## config.mk

```make
export PLATFORM = sky130hd
export DESIGN_NAME = core_wb_arbiter
export DESIGN_NICKNAME = d
export VERILOG_FILES = /design/src/rtl/core_wb_arbiter.sv
export SDC_FILE = /design/constraint.sdc
export NUM_CORES = 1
export LEC_CHECK = 0
export CORE_ASPECT_RATIO = 1.1
export CORE_MARGIN = 5
export CORE_UTILIZATION = 40
export CTS_CLUSTER_DIAMETER = 60
export DETAILED_ROUTE_END_ITERATION = 8
export GPL_ROUTABILITY_DRIVEN = 0
export PLACE_DENSITY = 0.87
export SLEW_MARGIN = 20
export SYNTH_ARGS = -nofsm -noshare
export SYNTH_HDL_FRONTEND = slang
export SYNTH_SLANG_ARGS = --single-unit
export TNS_END_PERCENT = 10
```

## constraint.sdc

```tcl
create_clock -name CLK -period 3.7 [get_ports CLK]
set_input_delay 0.74 -clock CLK [delete_from_list [all_inputs] [get_ports CLK]]
set_output_delay 0.74 -clock CLK [all_outputs]
set_load 0.005 [all_outputs]
```

## src/rtl/core_wb_arbiter.sv

```systemverilog
// Writeback arbiter: round-robin share of the register-file write port between
// the ALU and LSU, plus a destination-register busy scoreboard for RAW stalls.
module core_wb_arbiter #(
  parameter int unsigned DATA_W = 32,
  parameter int unsigned ADDR_W = 5
) (
  input  logic              CLK,
  input  logic              RST,
  input  logic              ALU_VALID,
  output logic              ALU_READY,
  input  logic [ADDR_W-1:0] ALU_ADDR,
  input  logic [DATA_W-1:0] ALU_DATA,
  input  logic              LSU_VALID,
  output logic              LSU_READY,
  input  logic [ADDR_W-1:0] LSU_ADDR,
  input  logic [DATA_W-1:0] LSU_DATA,
  input  logic              ISSUE_VALID,
  input  logic [ADDR_W-1:0] ISSUE_ADDR,
  input  logic [ADDR_W-1:0] QADDR1,
  input  logic [ADDR_W-1:0] QADDR2,
  output logic              QBUSY1,
  output logic              QBUSY2,
  output logic              AWVALID,
  output logic [ADDR_W-1:0] AWADDR,
  output logic [DATA_W-1:0] WDATA,
  output logic              ERR
);

  localparam int unsigned NREG = 1 << ADDR_W;

  typedef enum logic {
    PRI_ALU = 1'b0,
    PRI_LSU = 1'b1
  } pri_t;

  pri_t              r_pri;
  pri_t              w_pri_nxt;
  logic              w_alu_gnt;
  logic              w_lsu_gnt;
  logic              r_awvalid;
  logic [ADDR_W-1:0] r_awaddr;
  logic [DATA_W-1:0] r_wdata;
  logic [NREG-1:0]   r_busy;
  logic [NREG-1:0]   w_busy_nxt;
  logic              w_err_set;
  logic              r_err;

  // Round-robin priority pointer
  always_ff @(posedge CLK or posedge RST) begin
    if (RST) r_pri <= PRI_ALU;
    else     r_pri <= w_pri_nxt;
  end

  // Grant selection; any grant hands priority to the other source
  always_comb begin
    w_pri_nxt = r_pri;
    w_alu_gnt = 1'b0;
    w_lsu_gnt = 1'b0;
    if (!RST) begin
      if (ALU_VALID && (!LSU_VALID || (r_pri == PRI_ALU))) w_alu_gnt = 1'b1;
      else if (LSU_VALID)                                 w_lsu_gnt = 1'b1;
    end
    if (w_alu_gnt)      w_pri_nxt = PRI_LSU;
    else if (w_lsu_gnt) w_pri_nxt = PRI_ALU;
  end

  // Registered register-file write port; address/data hold when idle
  always_ff @(posedge CLK or posedge RST) begin
    if (RST) begin
      r_awvalid <= 1'b0;
      r_awaddr  <= '0;
      r_wdata   <= '0;
    end else begin
      r_awvalid <= w_alu_gnt | w_lsu_gnt;
      if (w_alu_gnt) begin
        r_awaddr <= ALU_ADDR;
        r_wdata  <= ALU_DATA;
      end else if (w_lsu_gnt) begin
        r_awaddr <= LSU_ADDR;
        r_wdata  <= LSU_DATA;
      end
    end
  end

  // Clear on the register-file write edge, then set from issue so a newer producer wins
  always_comb begin
    w_busy_nxt = r_busy;
    if (r_awvalid) w_busy_nxt[r_awaddr] = 1'b0;
    if (ISSUE_VALID && (ISSUE_ADDR != '0)) w_busy_nxt[ISSUE_ADDR] = 1'b1;
    w_busy_nxt[0] = 1'b0;
    w_err_set = r_awvalid && (r_awaddr != '0) && !r_busy[r_awaddr];
  end

  always_ff @(posedge CLK or posedge RST) begin
    if (RST) begin
      r_busy <= '0;
      r_err  <= 1'b0;
    end else begin
      r_busy <= w_busy_nxt;
      if (w_err_set) r_err <= 1'b1;
    end
  end

  assign ALU_READY = w_alu_gnt;
  assign LSU_READY = w_lsu_gnt;
  assign QBUSY1    = r_busy[QADDR1];
  assign QBUSY2    = r_busy[QADDR2];
  assign AWVALID   = r_awvalid;
  assign AWADDR    = r_awaddr;
  assign WDATA     = r_wdata;
  assign ERR       = r_err;

endmodule

```

==> results summary <==
Data arrives at the worst endpoint at roughly 2.9 ns. The clock arrives with 0.00758 ns of skew. The number of nets in the synthesized netlist came out at ~460.

The floorplan core area came out at 0.00887 mm². The routed layout has between 3,000 and 4,000 vias. The count of buffers from port buffering came out at approximately 140.

The number of placed instances with taps included came out at 607. The final instance area came out at 0.00540 mm². The number of instances in the synthesized netlist came out at 367. By area the synthesized netlist is led by sky130_fd_sc_hd__dfrtp_1 49%, sky130_fd_sc_hd__mux4_2 11%, sky130_fd_sc_hd__o21ai_0 9.3%.

Walking the worst path, the cells encountered are dlygate4sd2_1 -> buf_12 -> mux4_2 -> mux4_2 -> mux2_2 -> clkdlybuf4s50_1. The DRC marker count from the first detailed-route iteration is roughly 240. Among all cell types in the netlist, the one instantiated most often is sky130_fd_sc_hd__nor2_1. The total setup violations reported at the end of the flow came out at 0. In this run the worst hold path is classified as flop to flop.

The sum of net half-perimeters after detailed placement came out at 8.80 mm. The detailed-routing iteration count for the pre-antenna-repair pass is 5. The post-route DRC violation count is 0. Hold is met by a little under 0.5 ns. The overflow left after global routing is 0. The count of flip-flops with a built-in enable after synthesis came out at 0.

The critical-path maximum fanout came out at 9. The upper clock frequency limit came out at ~280 MHz. The post-detailed-placement cell area came out at roughly 0.0052 mm². In this run the tightest slew margin relative to its limit is 0.472.

The total count of max-transition violations in the final report is 0. Timing analysis after detailed placement gives a worst setup slack of -0.187 ns. The slowest stage of the critical path is the sky130_fd_sc_hd__mux4_2 cell. STA classifies the critical path endpoint as a primary output. The start point of the critical path is QADDR1[0]. The first-pass GRT wire length came out at around 19 mm. The number of maximum-capacitance constraint violations came out at 0. The share of the Yosys chip area taken by registers is 0.488. The die footprint came out at around 0.011 mm². The final worst-path cycle share is 0.976. The filler cell count in the final layout came out at just over 700. In the final routed layout, each cell accounts on average for between 15 and 20 µm. The effective utilization at floorplan is 0.410. The number of nets still failing antenna checks after routing is 0. The diode insertion count for antenna repair came out at 0.

The top cell type's share of synthesized area is 0.488. The number of setup buffers added after CTS is 0. Across every metal layer, demand over resource in global routing totals 0.216. In the final layout, the share of cells above drive strength 1 is 0.116.

The number of storage elements in the synthesis netlist is between 70 and 80. The number of buffers and inverters on the critical path is 3. The final core area utilization came out at 0.608.

For this run, asynchronously set or reset flops after synthesis account for 1.00. After clock tree synthesis, the clock-pin slew on the worst setup and hold paths is around 0.08 ns. In this run the horizontal extent of the chip is 101 µm. The delay contributed by the slowest stage of the critical path is 0.50 ns. VDD sags by at most about 230 µV.

The clock root buffer is sky130_fd_sc_hd__clkbuf_8. The area growth from synthesis to final layout came out at 48.2%. The post-synth design cell area is approximately 0.0036 mm². The number of hold violations in the final report was 0. Measured along the y axis, the die boundary spans ~110 µm. The count of hold-fix buffers inserted at cts came out at 0. The worst path needs between 3 and 4 ns of the cycle, external delays included.

The number of I/O pins came out at 137. The analysis attributes to cell leakage a power of between 2 and 2.5 nW. Summed over all instances, the cell type with the most area after synthesis is sky130_fd_sc_hd__dfrtp_1.

The element type at the critical path start is an input pin. The mean instance size in the synthesized netlist came out at 9.92 µm². The maximum buffer depth of the clock tree came out at 2. The data required time at the worst endpoint is 2.96 ns. Across all setup checks in the final design, the least slack found is between 0.08 and 0.09 ns. The critical path's top delay family is multiplexers. The number of placement rows came out at 36.

The final total negative setup slack came out at 0 ns. The total chip power is roughly 2.7 mW. For this run, the number of Yosys warnings is 0. Entering global routing, the biggest net connects 40 pins.

The TritonCTS buffer count came out at 9. In this run the critical register-to-register path is launched from AWADDR[3]$_DFFE_PP0P_. The number of distinct library cells after synthesis is 23. For this design, the sink count on the clock tree is between 70 and 80.

The areal power density over the cells is 506 mW/mm². Setup repair after global routing left no endpoint under its margin. The finished layout holds around 620 standard cells, fillers aside. Ranked by instance count, the synthesized netlist is headed by 79 x sky130_fd_sc_hd__nor2_1, 71 x sky130_fd_sc_hd__dfrtp_1, 68 x sky130_fd_sc_hd__o21ai_0. The most common cell type on the critical path is sky130_fd_sc_hd__mux4_2. In the synthesized netlist the dominant register cell turns out to be sky130_fd_sc_hd__dfrtp_1. The clock latency on the worst-skew pair came out at 0.35 ns. The final layout contains routed wiring with a total length of 11.9 mm. For the pin with the worst max-slew slack, the measured transition is 0.791 ns. The worst hold path begins at ERR$_DFFE_PP0P_. The number of nets at the end of the flow is about 600. The worst setup path is of the input pin to primary output kind. Using the TritonRoute via totals, the vias-per-cell ratio works out to 5.76. The number of antenna violations at the first check in global routing is 0. The via count of the first global-routing pass is roughly 3,800. The level count of the clock H-tree is 3. TritonCTS built the clock tree. The run finished with clean final reports.
-- repair_timing --
action / 4_1_cts / 5_1_grt
resized for setup: 3 / 5
setup endpoints to repair: 2 / 2
cloned: 1 / 0
pin swaps: 0 / 0
-- power breakdown --
group / total (mW) / internal (mW) / leakage (nW) / switching, mW
Combinational: 0.910 / 0.554 / 1.26 / 0.356
Sequential: 1.24 / 0.994 / 0.763 / 0.251
Clock: 0.574 / 0.277 / 0.0873 / 0.297
-- final cells by class --
cell class	count	area (µm²)	share of cell area
Sequential cell	71	1780	0.329
Tap cell	114	143	0.0264
Inverter	6	26.3	0.00487
Multi-Input combinational cell	269	1760	0.326
Clock buffer	11	151	0.0281
Timing Repair Buffer	148	1510	0.279
Clock inverter	5	32.5	0.00603
-- worst reg2reg max path, delay by kind of cell (launching register included) --
kind | cells | cell delay, ns
AO/OA/AOI/OAI | 4 | 0.68
flip-flops | 1 | 0.56
AND/OR/NAND/NOR | 1 | 0.55
-- layer usage --
metal	wire length, µm	track usage
met5	0	0
met4	210	0.0760
met3	1330	0.0818
met2	5870	0.361
met1	4440	0.255
-- flip-flops by register name (all words and copies together), names as in the netlist --
| register | flops |
|---|---|
| WDATA | 32 |
| r_busy | 31 |
| ERR | 1 |
| AWVALID | 1 |
| AWADDR | 5 |
| r_pri | 1 |
-- placed cells by master, fill, tap and decap left out, types with 3 or more instances in the layout --
cell type	Yosys	routed
sky130_fd_sc_hd__buf_4	0	7
sky130_fd_sc_hd__o22ai_1	43	43
sky130_fd_sc_hd__inv_1	6	5
sky130_fd_sc_hd__dfrtp_1	71	71
sky130_fd_sc_hd__clkdlybuf4s50_1	0	132
sky130_fd_sc_hd__o21ai_0	68	68
sky130_fd_sc_hd__nor2_1	79	78
sky130_fd_sc_hd__mux2_2	5	5
sky130_fd_sc_hd__mux2i_1	13	13
sky130_fd_sc_hd__nand3b_1	8	8
sky130_fd_sc_hd__clkbuf_8	0	11
sky130_fd_sc_hd__or3_1	3	3
sky130_fd_sc_hd__mux4_2	18	18
sky130_fd_sc_hd__or3b_2	5	5
sky130_fd_sc_hd__nand3_1	8	8
sky130_fd_sc_hd__nand2_1	11	11
sky130_fd_sc_hd__clkinvlp_4	0	4
-- path summary, 6_finish.rpt --
path                                    endpoint  slack (ns)  cells past startpoint
setup / recovery                          QBUSY1        0.09                      6
min in group asynchronous  WDATA[13]$_DFFE_PP0P_        0.89                      3
hold reg to reg                  ERR$_DFFE_PP0P_        0.49                      1
hold / removal                   ERR$_DFFE_PP0P_        0.49                      1
max in group asynchronous   r_busy[17]$_DFF_PP0_        2.35                      3
setup reg to reg                 ERR$_DFFE_PP0P_        1.82                      5
-- cells by family (layout without fill, tap and decap cells) --
kind of cell           after synthesis  after routing  synth area share
flip-flops                          71             71             0.488
buffers and inverters               27            170            0.0296
AO/OA/AOI/OAI                      117            117             0.180
multiplexers                        36             36             0.163
AND/OR/NAND/NOR                    116            116             0.140
Note: power is estimated with default switching activity, not from simulation.
==> RTL change: new RTL, config.mk and constraints unchanged <==
Register the output `ERR` once more, without a reset; this adds one clock of latency there. The other outputs are not delayed to match.
--- a/src/rtl/core_wb_arbiter.sv
+++ b/src/rtl/core_wb_arbiter.sv
@@ -108,7 +108,9 @@
   assign AWVALID   = r_awvalid;
   assign AWADDR    = r_awaddr;
   assign WDATA     = r_wdata;
-  assign ERR       = r_err;
+  always_ff @(posedge CLK) begin
+    ERR <= r_err;
+  end
 
 endmodule
 
Check against the original RTL: not equivalent (Yosys sat finds a counterexample within 4 cycles, from zero or initial values and one cycle with RST high).
==> RTL change against the unedited design <==
  * First-iteration DRC count decreased by 1.7%
  * Power increased by 5.3%
  * Die area increased by 0.50%
  * Area after synthesis increased by 0.55%
  * Worst setup slack improved by 0.18 ns
  * Synthesized cell count increased by 0.27%
  * Final area increased by 1.0%
  * Cell count unchanged
  * Routed wire length increased by 0.31%
  * Sequential cell count increased by 1
  * Critical endpoint is now QBUSY2
  * Highest routed layer unchanged
==> RTL change: results (changes against the unedited design) <==
[cells_and_area]
num-fill-cells = 745  ; was 727
buf_share = 0.2754  ; was 0.2794
dominant_cells = sequential cells  ; unchanged
drive_gt1_frac = 0.1118  ; was 0.1157
n_all_buffers = 147  ; was 148
seq_share = 0.3296  ; was 0.3292
stdcell_area_um2 = 5451  ; was 5396 um^2
nMultiInputCombCells = 269  ; unchanged
clkCellAreaFrac = 0.04131  ; was 0.03408

[worst_setup_path]
critPathMaxFanout = 8  ; was 9
ff2ff_setup_slack_ns = 1.76  ; was 1.82 ns
max_stage_delay_ns = 0.53  ; was 0.50 ns
crit_arrival_ns = 2.69  ; was 2.87 ns

[global_routing]
grt_use_met3 = 0.07426  ; was 0.08181
use_met1 = 0.2571  ; was 0.2547
grt_max_degree = 71  ; was 40
antenna_found_initial = 0  ; unchanged
grt.total_usage = 0.2172  ; was 0.2156
grt_pass1_vias = 3866  ; was 3763
grt_use_met2 = 0.3556  ; was 0.3608
grt_pass1_wl_mm = 18.89  ; was 18.60 mm

[sta]
fin_worst_hold_slack_ns = 0.4026  ; was 0.4942 ns
finalClockSkew_ns = 0.01104  ; was 0.007577 ns
slew_headroom = 0.4125  ; was 0.4720
max_freq_mhz = 291.7  ; was 276.8 MHz

[yosys]
syn_inst = 368  ; was 367
syn-num-nets = 462  ; was 461
synth.top_cells.by_count = 79 x nor2_1, 71 x dfrtp_1, 68 x o21ai_0  ; unchanged
netlist_top_cells_area = dfrtp_1 49%, mux4_2 11%, o21ai_0 9.3%  ; unchanged
synth-async-reset-ratio = 0.9861  ; was 1.000
ys_seq_area_frac = 0.4908  ; was 0.4880
ys_types = 24  ; was 23

[placement]
dp_cells = 606  ; was 607
dp_hpwl_mm = 8.785  ; was 8.802 mm
portBuffers = 136  ; unchanged
pre_cts_ws_ns = -0.1624  ; was -0.1870 ns
place_area_um2 = 5179  ; was 5174 um^2

[power]
vdd_ir_drop_max_uv = 222.4  ; was 225.7 uV
p_leak_nw = 2.121  ; was 2.107 nW

[outcome]
status = finished clean  ; unchanged

[clocking]
postCtsSetupRepairBufs = 1  ; was 0
cts.sink_count = 72  ; was 71
cts_buffers = 9  ; unchanged
htree_levels = 3  ; unchanged
path_clk_slew_ns = 0.09

[route]
top_layer = met4  ; unchanged
dr_wl_met2_mm = 5.834  ; was 5.872 mm
wl_met1_mm = 4.207  ; was 4.444 mm
wl_per_cell_um = 19.06  ; was 19.00 um
first_pass_iters = 7  ; was 5
drtIter0Drc = 233  ; was 237
vias = 3712  ; was 3596
wl_met3_mm = 1.394  ; was 1.329 mm

[hold_path]
hold_path_depth = 0  ; was 1

==> RTL change: changes by cell type in the layout (fill, tap and decap cells not counted) <==
cell             change
inv_6                +3
bufinv_16            +2
clkbuf_8             -2
clkinv_2             -2
buf_6                -1
clkbuf_2             -1
clkdlybuf4s15_1      +1
clkinvlp_4           -1
dfxtp_1              +1
==> RTL change: report_power, final <==
group	switching (W)	internal, W
logic	0.000368	0.000550
clock network	0.000316	0.000386
registers	0.000249	0.00100
total	0.000933	0.00194
==> RTL change: worst paths after layout <==
check                           from         end
setup / recovery           QADDR2[1]      QBUSY2
hold / removal                 r_err         ERR
setup reg to reg           AWADDR[3]       r_err
hold reg to reg                r_err         ERR
max in group asynchronous        RST  r_busy[12]
min in group asynchronous        RST       r_pri
==> RTL change: kinds of logic after synthesis <==
| family | synth area share |
|---|---|
| buffers and inverters | 0.02939 |
| multiplexers | 0.1617 |
| flip-flops | 0.4908 |
| AND/OR/NAND/NOR | 0.1394 |
| AO/OA/AOI/OAI | 0.1787 |
